===== src/rtl/hack_cpu_ctrl_if.sv =====
// Bus between the Hack CPU controller and its instruction ROM / register-memory block.
// The master side (controller) drives the ROM address, the write data and the A/D/M write enables.
interface hack_cpu_ctrl_if #(
    parameter int PC_W   = 15,
    parameter int DATA_W = 16
);
    logic [PC_W-1:0]   rom_addr;
    logic [DATA_W-1:0] rom_data;
    logic [DATA_W-1:0] reg_a_in;
    logic [DATA_W-1:0] reg_d_in;
    logic [DATA_W-1:0] reg_m_in;
    logic [DATA_W-1:0] data_out;
    logic              reg_a_en;
    logic              reg_d_en;
    logic              reg_m_en;

    modport master (
        output rom_addr, data_out, reg_a_en, reg_d_en, reg_m_en,
        input  rom_data, reg_a_in, reg_d_in, reg_m_in
    );

    modport slave (
        input  rom_addr, data_out, reg_a_en, reg_d_en, reg_m_en,
        output rom_data, reg_a_in, reg_d_in, reg_m_in
    );
endinterface


===== src/rtl/hack_cpu_ctrl.sv =====
// Two-cycle (FETCH/EXEC) controller for a 16-bit Hack-style CPU.
// Optional self-jump halt detection is enabled by defining HACK_CPU_HALT_DETECT_EN.
module hack_cpu_ctrl #(
    parameter int PC_W   = 15,
    parameter int DATA_W = 16
) (
    input  logic                clk,
    input  logic                rst_n,
    input  logic                run,
    hack_cpu_ctrl_if.master     bus,
    output logic [PC_W-1:0]     pc,
    output logic                retire,
    output logic                halted
);

`ifdef HACK_CPU_HALT_DETECT_EN
    typedef enum logic [1:0] {S_FETCH = 2'd0, S_EXEC = 2'd1, S_HALT = 2'd2} state_t;
`else
    typedef enum logic [1:0] {S_FETCH = 2'd0, S_EXEC = 2'd1} state_t;
`endif

    state_t            state_reg, state_next;
    logic [PC_W-1:0]   pc_next;

    logic [DATA_W-1:0] instr;
    logic              is_c;
    logic [DATA_W-1:0] alu_x, alu_y, x_z, y_z, x_n, y_n, alu_r, alu_out;
    logic              flag_lt, flag_eq, flag_gt, take;
    logic [PC_W-1:0]   pc_inc, pc_target;

    assign instr = bus.rom_data;
    assign is_c  = instr[15];

    // ALU: zero/negate each operand, add or AND, optionally negate the result.
    assign alu_x   = bus.reg_d_in;
    assign alu_y   = instr[12] ? bus.reg_m_in : bus.reg_a_in;
    assign x_z     = instr[11] ? '0 : alu_x;
    assign x_n     = instr[10] ? ~x_z : x_z;
    assign y_z     = instr[9]  ? '0 : alu_y;
    assign y_n     = instr[8]  ? ~y_z : y_z;
    assign alu_r   = instr[7]  ? (x_n + y_n) : (x_n & y_n);
    assign alu_out = instr[6]  ? ~alu_r : alu_r;

    assign flag_lt = alu_out[DATA_W-1];
    assign flag_eq = (alu_out == '0);
    assign flag_gt = ~flag_lt & ~flag_eq;
    assign take    = is_c & ((instr[2] & flag_lt) | (instr[1] & flag_eq) | (instr[0] & flag_gt));

    // Jump target is the pre-update A; any A write lands at the same edge.
    assign pc_inc    = pc + PC_W'(1);
    assign pc_target = take ? bus.reg_a_in[PC_W-1:0] : pc_inc;

`ifdef HACK_CPU_HALT_DETECT_EN
    logic halted_reg, halted_next, self_jump;
    assign self_jump = take && (bus.reg_a_in[PC_W-1:0] == pc);
    assign halted    = halted_reg;
`else
    assign halted = 1'b0;
`endif

    always_ff @(posedge clk or negedge rst_n) begin
        if (!rst_n) begin
            state_reg  <= S_FETCH;
            pc         <= '0;
`ifdef HACK_CPU_HALT_DETECT_EN
            halted_reg <= 1'b0;
`endif
        end else begin
            state_reg  <= state_next;
            pc         <= pc_next;
`ifdef HACK_CPU_HALT_DETECT_EN
            halted_reg <= halted_next;
`endif
        end
    end

    always_comb begin
        state_next = state_reg;
        pc_next    = pc;
`ifdef HACK_CPU_HALT_DETECT_EN
        halted_next = halted_reg;
`endif
        case (state_reg)
            S_FETCH: if (run) state_next = S_EXEC;
            S_EXEC: begin
                state_next = S_FETCH;
                pc_next    = pc_target;
`ifdef HACK_CPU_HALT_DETECT_EN
                if (self_jump) begin
                    state_next  = S_HALT;
                    halted_next = 1'b1;
                end
`endif
            end
            default: state_next = state_reg;
        endcase
    end

    // Every write-side output is qualified by EXEC, so reset silences them immediately.
    always_comb begin
        bus.rom_addr = pc;
        bus.data_out = '0;
        bus.reg_a_en = 1'b0;
        bus.reg_d_en = 1'b0;
        bus.reg_m_en = 1'b0;
        retire       = 1'b0;
        if (state_reg == S_EXEC) begin
            retire = 1'b1;
            if (is_c) begin
                bus.data_out = alu_out;
                bus.reg_a_en = instr[5];
                bus.reg_d_en = instr[4];
                bus.reg_m_en = instr[3];
            end else begin
                bus.data_out = {1'b0, instr[DATA_W-2:0]};
                bus.reg_a_en = 1'b1;
            end
        end
    end

endmodule


===== src/flat_wrapper.sv =====
// flat-port wrapper written by rule: the top's interface ports become plain ports
module hack_cpu_ctrl_flat 
#(
    parameter int PC_W   = 15,
    parameter int DATA_W = 16
)
  (clk, rst_n, run, pc, retire, halted, bus_rom_addr, bus_data_out, bus_reg_a_en, bus_reg_d_en, bus_reg_m_en, bus_rom_data, bus_reg_a_in, bus_reg_d_in, bus_reg_m_in);
  hack_cpu_ctrl_if #(.PC_W(PC_W), .DATA_W(DATA_W)) bus_i ();
  input  logic clk;
  input  logic rst_n;
  input  logic run;
  output logic [PC_W-1:0] pc;
  output logic retire;
  output logic halted;
  output wire logic [$bits(bus_i.rom_addr)-1:0] bus_rom_addr;
  output wire logic [$bits(bus_i.data_out)-1:0] bus_data_out;
  output wire logic [$bits(bus_i.reg_a_en)-1:0] bus_reg_a_en;
  output wire logic [$bits(bus_i.reg_d_en)-1:0] bus_reg_d_en;
  output wire logic [$bits(bus_i.reg_m_en)-1:0] bus_reg_m_en;
  input wire logic [$bits(bus_i.rom_data)-1:0] bus_rom_data;
  input wire logic [$bits(bus_i.reg_a_in)-1:0] bus_reg_a_in;
  input wire logic [$bits(bus_i.reg_d_in)-1:0] bus_reg_d_in;
  input wire logic [$bits(bus_i.reg_m_in)-1:0] bus_reg_m_in;
  assign bus_rom_addr = bus_i.rom_addr;
  assign bus_data_out = bus_i.data_out;
  assign bus_reg_a_en = bus_i.reg_a_en;
  assign bus_reg_d_en = bus_i.reg_d_en;
  assign bus_reg_m_en = bus_i.reg_m_en;
  assign bus_i.rom_data = bus_rom_data;
  assign bus_i.reg_a_in = bus_reg_a_in;
  assign bus_i.reg_d_in = bus_reg_d_in;
  assign bus_i.reg_m_in = bus_reg_m_in;
  hack_cpu_ctrl #(.PC_W(PC_W), .DATA_W(DATA_W)) u_core (.clk(clk), .rst_n(rst_n), .run(run), .bus(bus_i), .pc(pc), .retire(retire), .halted(halted));
endmodule

===== config.mk =====
export PLATFORM = sky130hd
export DESIGN_NAME = hack_cpu_ctrl_flat
export DESIGN_NICKNAME = d
export VERILOG_FILES = /design/src/rtl/hack_cpu_ctrl_if.sv /design/src/rtl/hack_cpu_ctrl.sv /design/src/flat_wrapper.sv
export SDC_FILE = /design/constraint.sdc
export NUM_CORES = 1
export LEC_CHECK = 0
export BUFFER_PORTS_ARGS = -buffer_cell sky130_fd_sc_hd__buf_2
export CORE_AREA = 2 2 97 109
export CTS_CLUSTER_SIZE = 25
export DETAILED_ROUTE_END_ITERATION = 10
export DIE_AREA = 0 0 99 111
export HOLD_SLACK_MARGIN = 0.12
export PLACE_DENSITY_LB_ADDON = 0.3
export SLEW_MARGIN = 20
export SYNTH_ARGS = -nofsm -noshare
export SYNTH_HDL_FRONTEND = slang
export SYNTH_SLANG_ARGS = --single-unit

===== constraint.sdc =====
create_clock -name clk -period 5.3 [get_ports clk]
set_input_delay 0 -clock clk [delete_from_list [all_inputs] [get_ports clk]]
set_output_delay 0 -clock clk [all_outputs]
set_load 0.1 [all_outputs]

==> results.json <==
{
  "h-tree-depth": 1,
  "drt_wl_total_mm": 10.77,
  "port_buffers": 116,
  "largest_register_ffs": 15,
  "cp-end-kind": "flop",
  "fin_crit_ns": 4.140,
  "drv_slew": 0,
  "synth.most_common_cell": "nor2_1",
  "worstHoldStart": "bus_reg_a_in[14]",
  "clock-sinks": 16,
  "clk_pin_slew_ns": 0.05,
  "rrSetupSlack_ns": 2.96,
  "cts_resized": 0,
  "drt_pre_antenna_iters": 4,
  "place_hpwl_mm": 8.473,
  "synth_commonest_cells": "41 x nor2_1, 32 x mux2i_1, 31 x nand2_1, 28 x xnor2_1, 27 x nand2b_1",
  "initial_utilization_pct": 34.85,
  "cts_buffer_depth": 2,
  "die_w_um": 99,
  "worst-setup-path-type": "in -> reg",
  "ys_warn_count": 0,
  "overflow": 0,
  "ys_ff_latch": 16,
  "worstPathMaxFanout": 17,
  "cts_setup_buffers": 0,
  "crit_path_start": "bus_reg_a_in[0]",
  "max_cap_viol_count": 0,
  "netlist.area_leader.share_pct": 11.49,
  "rows": 39,
  "outcome": "finished clean",
  "skew_ns": 0.001444,
  "synth_area_per_cell_um2": 7.578,
  "finalSetupTns_ns": 0,
  "grt_pass1_vias": 3664,
  "vias_per_cell": 5.490,
  "fmax_mhz": 241.5,
  "switching_power_mw": 1.059,
  "fin_total_pwr_mw": 1.644,
  "final-hold-violation-count": 0,
  "cp.required_ns": 5.46,
  "design.die.area_um2": 10990,
  "antennaDiodeCount": 0,
  "antenna_found_initial": 0,
  "async_reset_ff_share_pct": 100.0,
  "drive_gt1_share_pct": 25.14,
  "synth_nets": 545,
  "timing.final.crit_share_pct": 78.12,
  "peakVddDrop_mv": 0.2771,
  "swShare_pct": 64.42,
  "worstPathCellList": "dlygate4sd3_1 -> buf_2 -> mux2i_1 -> nor2_1 -> xor2_1 -> ha_1 -> inv_1 -> fa_1 -> nor2b_4 -> o31a_1 -> o2111a_1 -> nor4b_2 -> nor4_4 -> nor4_1 -> o2111ai_1 -> o211ai_4 -> nand2_1 -> o221ai_1",
  "min_path_type": "in -> reg",
  "cp_top_family": "compound AO/OA/AOI/OAI gates",
  "leakage_nw": 2.028,
  "fin_nets": 631,
  "combPwrFrac_pct": 76.8,
  "postSynthCellCount": 460,
  "gp_congestion": 0.9536,
  "cp-start-kind": "input port",
  "pwr-share-seq_pct": 13.0,
  "p_per_area_nw_per_um2": 394.8,
  "hold_buffers": 12,
  "cts_tree": "built",
  "syn_area_um2": 3486,
  "cp.arrival_ns": 4.30,
  "clockRootBuffer": "clkbuf_16",
  "grt_max_degree": 41,
  "clkPwrFrac_pct": 10.2,
  "rsz0062_at_grt": "no",
  "ys_types": 68,
  "finalSetupViolations": 0,
  "worstMarginPinSlew_ns": 0.6670,
  "avgRoutedWirePerCell_um": 16.13,
  "reg2reg_from": "u_core.bus.rom_addr[0]",
  "track_usage_pct": 19.26,
  "via_count": 3667,
  "ys_seq_area_share_pct": 11.49,
  "slowest_stage": "dlygate4sd3_1",
  "slowest_delay_ns": 0.54,
  "ys_top_cells_by_area": "dfrtp_1 11%, mux2i_1 9.2%, xnor2_1 7.0%",
  "relSlewSlack_pct": 55.06,
  "clk_latency_ns": 0.25,
  "grt_pass1_wl_mm": 17.55,
  "area_growth_pct": 19.45,
  "ant_nets": 0,
  "first_iter_violations": 152,
  "ys.flop_type": "dfrtp_1",
  "drc_errors": 0,
  "die_h_um": 111,
  "crit_buf_inv": 3,
  "numCtsBuffers": 3,
  "coreArea_um2": 10000,
  "p_int_mw": 0.5848,
  "pin_count": 118,
  "synth_edf_count": 0,
  "synth_top_area_cell": "dfrtp_1"
}
[worst register-to-register path, delay by kind of cell (launching register included)]
family	cells	cell delay [ns]
fa+ha+maj	1	0.23
compound gates	2	0.30
flops	1	0.48
simple gates	6	1.28
[routing by layer]
metal	vias up	wire length [um]	GRT usage (%)
met2	129	5524	35.32
met3	24	576	1.387
met1	1708	4385	23.54
li1	1806	-	-
met5	-	0	0
met4	0	288	6.210
[final cells by class]
class / instances / area (um^2)
timing repair buffer: 128 / 700.7
fill: 1042 / 5839
sequential: 16 / 401.6
tap: 123 / 153.9
multi-input combinational: 377 / 2744
clock buffer: 4 / 88.84
inverter: 20 / 75.07
[logic make-up after synthesis]
| logic type | after synthesis | share of synthesized area [%] |
|---|---|---|
| buffers and inverters | 67 | 9.799 |
| AO/OA/AOI/OAI | 102 | 23.33 |
| AND/OR/NAND/NOR | 174 | 26.63 |
| multiplexers | 32 | 9.189 |
| adder cells (fa/ha/maj) | 18 | 6.676 |
| flip-flops | 16 | 11.49 |
| XOR/XNOR | 50 | 12.78 |
| other | 1 | 0.1076 |
[metrics by stage]
step / hold slack, ns / util, % / cells / cell area [um^2] / worst slack [ns]
floorplan: -0.2956 / - / 460 / 3486 / 0.4885
global placement: -0.06698 / 39.52 / 652 / 3954 / 1.152
detailed placement: -0.05749 / 39.52 / 652 / 3954 / 1.088
CTS: 0.1248 / 41.61 / 668 / 4163 / 1.156
global route: 0.1425 / 41.63 / 668 / 4164 / 0.8390
finish: 0.1280 / 41.63 / 668 / 4164 / 1.160
[cells in the final DEF, fill, tap and decap left out, types with 8 or more instances in the layout]
cell           Yosys  layout
buf_2              6     116
nand2b_1          27      27
xor2_1            21      21
dfrtp_1           16      15
and3_1            14      14
dlygate4sd3_1      0      12
nand2_1           31      31
and2_1             8       8
a21oi_1           18      18
xnor2_1           28      28
nor2_1            41      41
ha_1              17      17
o221ai_1          10      10
mux2i_1           32      32
nand3_1           14      14
inv_1             19      19
[path summary, 6_finish.rpt]
check	cells after the start	endpoint
worst min register to register	1	u_core.bus.rom_addr[14]
min in group asynchronous	2	u_core.bus.rom_addr[5]
worst min-delay path	3	u_core.bus.rom_addr[14]
max in group asynchronous	2	u_core.state_reg[0]
worst max register to register	9	u_core.bus.rom_addr[14]
worst max-delay path	18	u_core.bus.rom_addr[5]
[power groups by stage]
stage	Combinational, mW	Sequential (mW)	Clock, mW
after floorplan	0.864	0.437	0
after global placement	1.25	0.212	0
after detailed placement	1.25	0.215	0
after CTS	1.26	0.214	0.167
after global routing	1.34	0.221	0.172
final	1.26	0.214	0.168
Note: power is estimated with default switching activity, not from simulation.
